## src/rtl/sprite_fetch_arb_if.sv

```systemverilog
// Two-port sprite fetch bus: client requests/returns plus the synchronous ROM port.
// master = client/ROM side, slave = arbiter side.
interface sprite_fetch_arb_if #(
   parameter int ADDR_W = 12,
   parameter int DATA_W = 12,
   parameter int ROM_AW = 12
);
   logic              rd0;
   logic              rd1;
   logic [ADDR_W-1:0] addr0;
   logic [ADDR_W-1:0] addr1;
   logic [ADDR_W-1:0] base0;
   logic [ADDR_W-1:0] base1;
   logic              ready0;
   logic              ready1;
   logic [DATA_W-1:0] data0;
   logic [DATA_W-1:0] data1;
   logic              valid0;
   logic              valid1;
   logic [ROM_AW-1:0] rom_addr;
   logic [DATA_W-1:0] rom_q;

   modport master (
      output rd0, rd1, addr0, addr1, base0, base1, rom_q,
      input  ready0, ready1, data0, data1, valid0, valid1, rom_addr
   );

   modport slave (
      input  rd0, rd1, addr0, addr1, base0, base1, rom_q,
      output ready0, ready1, data0, data1, valid0, valid1, rom_addr
   );
endinterface

```

## src/rtl/sprite_fetch_arb.sv

```systemverilog
// Round-robin arbiter sharing one sync sprite ROM between two ports: grant at N, rom_addr at N+1, data/valid at N+2.
// A losing request is parked one cycle (ready low); optional counters under SPRITE_FETCH_ARB_STATS_EN.
module sprite_fetch_arb #(
   parameter int ADDR_W = 12,
   parameter int DATA_W = 12,
   parameter int ROM_AW = 12
) (
   input  logic                clk,
   input  logic                reset,
   sprite_fetch_arb_if.slave   bus
`ifdef SPRITE_FETCH_ARB_STATS_EN
   ,
   output logic [15:0]         gnt_cnt0,
   output logic [15:0]         gnt_cnt1,
   output logic [15:0]         conflict_cnt
`endif
);

   logic              pend0, pend1;
   logic [ADDR_W-1:0] pend_addr0, pend_addr1;
   logic [ADDR_W-1:0] sum0, sum1;
   logic              last_grant;
   logic              cand0, cand1;
   logic              conflict, gnt, gnt_port;
   logic [ROM_AW-1:0] gnt_addr;
   logic [ROM_AW-1:0] rom_addr_r;
   logic              s1_vld, s1_port, s2_vld, s2_port;
   logic [DATA_W-1:0] hold0, hold1;

   always_comb begin
      sum0     = bus.addr0 + bus.base0;
      sum1     = bus.addr1 + bus.base1;
      cand0    = pend0 | (bus.rd0 & ~pend0);
      cand1    = pend1 | (bus.rd1 & ~pend1);
      conflict = cand0 & cand1;
      gnt      = cand0 | cand1;
      // A parked entry always lost to the other port, so round-robin serves it next cycle.
      gnt_port = conflict ? ~last_grant : cand1;
      gnt_addr = gnt_port ? ROM_AW'(pend1 ? pend_addr1 : sum1)
                          : ROM_AW'(pend0 ? pend_addr0 : sum0);
   end

   always_ff @(posedge clk or posedge reset) begin
      if (reset) begin
         pend0      <= 1'b0;
         pend1      <= 1'b0;
         pend_addr0 <= '0;
         pend_addr1 <= '0;
         last_grant <= 1'b1;
         rom_addr_r <= '0;
         s1_vld     <= 1'b0;
         s1_port    <= 1'b0;
         s2_vld     <= 1'b0;
         s2_port    <= 1'b0;
         hold0      <= '0;
         hold1      <= '0;
      end else begin
         pend0 <= conflict & gnt_port;
         pend1 <= conflict & ~gnt_port;
         if (conflict & gnt_port)  pend_addr0 <= sum0;
         if (conflict & ~gnt_port) pend_addr1 <= sum1;
         if (gnt) begin
            last_grant <= gnt_port;
            rom_addr_r <= gnt_addr;
         end
         s1_vld  <= gnt;
         s1_port <= gnt_port;
         s2_vld  <= s1_vld;
         s2_port <= s1_port;
         if (bus.valid0) hold0 <= bus.rom_q;
         if (bus.valid1) hold1 <= bus.rom_q;
      end
   end

   assign bus.ready0   = ~pend0;
   assign bus.ready1   = ~pend1;
   assign bus.rom_addr = rom_addr_r;
   assign bus.valid0   = s2_vld & ~s2_port;
   assign bus.valid1   = s2_vld & s2_port;
   assign bus.data0    = bus.valid0 ? bus.rom_q : hold0;
   assign bus.data1    = bus.valid1 ? bus.rom_q : hold1;

`ifdef SPRITE_FETCH_ARB_STATS_EN
   always_ff @(posedge clk or posedge reset) begin
      if (reset) begin
         gnt_cnt0     <= '0;
         gnt_cnt1     <= '0;
         conflict_cnt <= '0;
      end else begin
         if (gnt & ~gnt_port) gnt_cnt0 <= gnt_cnt0 + 16'd1;
         if (gnt & gnt_port)  gnt_cnt1 <= gnt_cnt1 + 16'd1;
         if (conflict)        conflict_cnt <= conflict_cnt + 16'd1;
      end
   end
`endif

endmodule

```

## src/flat_wrapper.sv

```systemverilog
// flat-port wrapper written by rule: the top's interface ports become plain ports
module sprite_fetch_arb_flat 
#(
   parameter int ADDR_W = 12,
   parameter int DATA_W = 12,
   parameter int ROM_AW = 12
)
  (clk, reset, bus_rd0, bus_rd1, bus_addr0, bus_addr1, bus_base0, bus_base1, bus_rom_q, bus_ready0, bus_ready1, bus_data0, bus_data1, bus_valid0, bus_valid1, bus_rom_addr);
  sprite_fetch_arb_if #(.ADDR_W(ADDR_W), .DATA_W(DATA_W), .ROM_AW(ROM_AW)) bus_i ();
  input  logic clk;
  input  logic reset;
  input wire logic [$bits(bus_i.rd0)-1:0] bus_rd0;
  input wire logic [$bits(bus_i.rd1)-1:0] bus_rd1;
  input wire logic [$bits(bus_i.addr0)-1:0] bus_addr0;
  input wire logic [$bits(bus_i.addr1)-1:0] bus_addr1;
  input wire logic [$bits(bus_i.base0)-1:0] bus_base0;
  input wire logic [$bits(bus_i.base1)-1:0] bus_base1;
  input wire logic [$bits(bus_i.rom_q)-1:0] bus_rom_q;
  output wire logic [$bits(bus_i.ready0)-1:0] bus_ready0;
  output wire logic [$bits(bus_i.ready1)-1:0] bus_ready1;
  output wire logic [$bits(bus_i.data0)-1:0] bus_data0;
  output wire logic [$bits(bus_i.data1)-1:0] bus_data1;
  output wire logic [$bits(bus_i.valid0)-1:0] bus_valid0;
  output wire logic [$bits(bus_i.valid1)-1:0] bus_valid1;
  output wire logic [$bits(bus_i.rom_addr)-1:0] bus_rom_addr;
  assign bus_i.rd0 = bus_rd0;
  assign bus_i.rd1 = bus_rd1;
  assign bus_i.addr0 = bus_addr0;
  assign bus_i.addr1 = bus_addr1;
  assign bus_i.base0 = bus_base0;
  assign bus_i.base1 = bus_base1;
  assign bus_i.rom_q = bus_rom_q;
  assign bus_ready0 = bus_i.ready0;
  assign bus_ready1 = bus_i.ready1;
  assign bus_data0 = bus_i.data0;
  assign bus_data1 = bus_i.data1;
  assign bus_valid0 = bus_i.valid0;
  assign bus_valid1 = bus_i.valid1;
  assign bus_rom_addr = bus_i.rom_addr;
  sprite_fetch_arb #(.ADDR_W(ADDR_W), .DATA_W(DATA_W), .ROM_AW(ROM_AW)) u_core (.clk(clk), .reset(reset), .bus(bus_i));
endmodule
```

## config.mk

```make
export PLATFORM = sky130hd
export DESIGN_NAME = sprite_fetch_arb_flat
export DESIGN_NICKNAME = d
export VERILOG_FILES = /design/src/rtl/sprite_fetch_arb_if.sv /design/src/rtl/sprite_fetch_arb.sv /design/src/flat_wrapper.sv
export SDC_FILE = /design/constraint.sdc
export NUM_CORES = 1
export LEC_CHECK = 0
export CORE_ASPECT_RATIO = 0.6
export CORE_MARGIN = 3
export CORE_UTILIZATION = 40
export CTS_CLUSTER_DIAMETER = 100
export DETAILED_ROUTE_END_ITERATION = 16
export PLACE_DENSITY = 0.78
export SKIP_CTS_REPAIR_TIMING = 1
export SLEW_MARGIN = 20
export SYNTH_ARGS = -nofsm -noshare
export SYNTH_HDL_FRONTEND = slang
export SYNTH_SLANG_ARGS = --single-unit
```

## constraint.sdc

```tcl
create_clock -name clk -period 2.37 [get_ports clk]
set_input_delay 0.3555 -clock clk [delete_from_list [all_inputs] [get_ports clk]]
set_output_delay 0.3555 -clock clk [all_outputs]
set_load 0.02 [all_outputs]
```

==> metrics <==
Crit. End Element primary output; DR vias/cell 5.15; cts bufs inserted 9; drt total wl approximately 9400 µm; Tcrit/Tclk final 0.953; I/O Buffers about 100; total power 5100 µW; DRT iter0 DRCs ~130; Worst-Margin Slew 0.505 ns; Post-synth EDFFs 0; CP max FO 13; Starting Density 0.420; Synth Net Count about 460; maximum vdd drop 0.781 mV; Simple-Gate Fraction of Synth Area 0.131; Detail Placement HPWL ~7300 µm; Max Cap Violations 0; area fraction in compound gates after synthesis 0.159; Yosys top cell by area dfrtp_1; worst-case clock skew between 0.005 and 0.006 ns; Hold Path Origin u_core.s1_vld; register bit count reported by yosys 67; Reg area 1680 µm²; fin. max-slew vios 0; worst stage delay on the critical path ~0.56 ns; CP arrival between 1.5 and 2 ns; Worst Hold Class flop to flop; residual DRC count 0; Die W 130 µm; clock sink count 67; num rows 26; vias in the first global route about 3300; WHS about 0.35 ns; async set or reset register ratio after synthesis 1.00; Vert. Die Dim approximately 80 µm; largest net degree at the start of global routing 25; Leak approximately 0.0026 µW; Reg2Reg Launch Point u_core.pend0; Slew headroom 0.663; mux share of post-synthesis cell area 0.0885; Fill cells ~700; Layout Utilization 0.639; Main synth FF type dfrtp_1; Post-Syn Area ~3700 µm²; Die ar. about 10000 µm²; initial antenna violation count 0; CP startpoint u_core.s2_port; post-synthesis sequential area ratio 0.458; Buf+Inv Stages, Crit Path 2; PwrDens 914 nW/µm²; grt ovf 0; H-tree depth 3; Top delay family on crit path buffers and inverters; Startpoint Class flop; count of different cell masters after synthesis 46; Post-Synth Adder-Cell Area 0.0861; worst setup path category flop to primary output; area of the multi-input gates 1950 µm²; core area approximately 8700 µm²; Ys Warns 0; clock root buffer master clkbuf_16; gr usage total 0.186; Final GP Congestion about 0.83; final hold vios 0; Critical Path RT between 2 and 2.5 ns; Yosys top cell area share 0.451; Synth Area per Inst a little under 10 µm²; Wirelength per Cell between 10 and 15 µm; Final nets approximately 600; fmax 0.443 GHz; I/O pin total between 100 and 150; global-route wire length before repair 15300 µm; Post-DRT Antenna Nets 0; minimum clock period approximately 2.3 ns; Area Overhead vs Synth 52.2%; status completed; ranking of synthesized cells by area dfrtp_1 45%, mux2_2 8.3%, ha_1 7.5%; share of layout cells above drive strength 1 0.202; clock-pin slew on the worst setup and hold paths 0.05 ns; Post-Synthesis Cells around 370; Final Setup Violations 0; CTS tree done; DR vias roughly 3300; Clk Latency, worst-skew pair ~0.33 ns; clk buf depth 2; antenna cells 0; main combinational cell family by area after synthesis compound AO/OA/AOI/OAI gates; drt first pass iters 4; Synth Area in XOR/XNOR 0.0502; Critical-path top delay cell clkdlybuf4s50_1; crit-path cells nand2_1 -> buf_4 -> mux2_2 -> clkdlybuf4s50_1; unrepaired setup endpoints after global routing no
layout make-up:
| type | count | area share |
|---|---|---|
| clock buffer | 10 | 0.0429 |
| clock inverter | 6 | 0.0159 |
| inverter | 12 | 0.00808 |
| multi-input combinational | 281 | 0.350 |
| sequential | 67 | 0.301 |
| tap | 112 | 0.0251 |
| timing repair buffer | 148 | 0.257 |
per-stage QoR:
step | worst slack [ns] | TNS, ns | cells | instance area [µm²]
2_1_floorplan | 0.107 | 0 | 374 | 3660
3_3_place_gp | -0.463 | -2.83 | 618 | 5130
3_5_place_dp | -0.507 | -3.50 | 618 | 5130
4_1_cts | -0.186 | -0.188 | 634 | 5460
5_1_grt | 0.00550 | 0 | 636 | 5570
6_report | 0.112 | 0 | 636 | 5570
power breakdown:
part	leakage [µW]	switching, µW	internal, µW
logic	0.00163	971	948
registers	0.000799	201	1550
clock network	0.000155	482	948
total	0.00258	1650	3440
cell families after synthesis:
logic type / Yosys count
AOI/OAI and AO/OA: 96
and+or+nand+nor: 111
xor gates and xnor gates: 21
buffers and inverters: 26
adders and majority gates: 24
DFF: 67
muxes: 29
cell usage in the layout, fill, tap and decap left out, types with 3 or more instances in the layout:
master           synthesis  final
buf_4                    0     42
o21ai_1                  2      5
xor2_1                  10     10
nand2_1                 62     62
a21o_1                   6      6
nor2_1                  18     18
dlymetal6s2s_1           0     14
clkbuf_16                0      9
nor3_1                   9      9
a21oi_1                 26     23
inv_1                   10      9
ha_1                    22     20
a21oi_2                  0      3
o21bai_1                 3      3
o21a_1                   5      5
o22ai_1                  3      3
nand3_1                  8      8
a31oi_1                  4      4
xnor2_1                 11     11
o21ai_0                 32     29
dfrtp_1                 66     66
clkdlybuf4s50_1          0     89
mux2_2                  27     27
routing by layer:
| metal | global-route usage | vias to the layer above | share of wire |
|---|---|---|---|
| met2 | 0.306 | 121 | 0.46 |
| met1 | 0.247 | 1531 | 0.46 |
| met3 | 0.0518 | 14 | 0.072 |
| met5 | 0 | - | 0 |
| li1 | - | 1608 | - |
| met4 | 0.0384 | 0 | 0.011 |
synthesized netlist by cell type (2+ instances only):
cell	count
a211oi_1	2
a21o_1	6
a21oi_1	26
a31oi_1	4
and3_1	2
buf_1	2
clkbuf_1	12
clkinv_1	2
dfrtp_1	66
fa_1	2
ha_1	22
inv_1	10
mux2_2	27
mux2i_1	2
nand2_1	62
nand3_1	8
nand4_1	2
nor2_1	18
nor2b_1	2
nor3_1	9
o211ai_1	2
o21a_1	5
o21ai_0	32
o21ai_1	2
o21bai_1	3
o22ai_1	3
o31ai_1	2
or3_1	2
xnor2_1	11
xor2_1	10
registers in the layout (all words and copies together), names as in the netlist:
| signal | count |
|---|---|
| u_core.bus.rom_addr | 12 |
| u_core.hold0 | 12 |
| u_core.hold1 | 12 |
| u_core.pend_addr0 | 12 |
| u_core.pend_addr1 | 12 |
| u_core.last_grant | 1 |
| u_core.pend0 | 1 |
| u_core.pend1 | 1 |
| u_core.s1_port | 1 |
| u_core.s1_vld | 1 |
| u_core.s2_port | 1 |
| u_core.s2_vld | 1 |
worst paths after layout:
kind                                           to  slack [ns]  cells past startpoint
max                                  bus_data1[6]        0.11                      4
min                                 u_core.s2_vld        0.35                      0
max reg2reg                u_core.bus.rom_addr[6]        0.51                      7
min reg2reg                         u_core.s2_vld        0.35                      0
max in group asynchronous       u_core.last_grant        1.39                      3
min in group asynchronous  u_core.bus.rom_addr[0]        0.39                      2
Power figures use the tool's default switching activity.
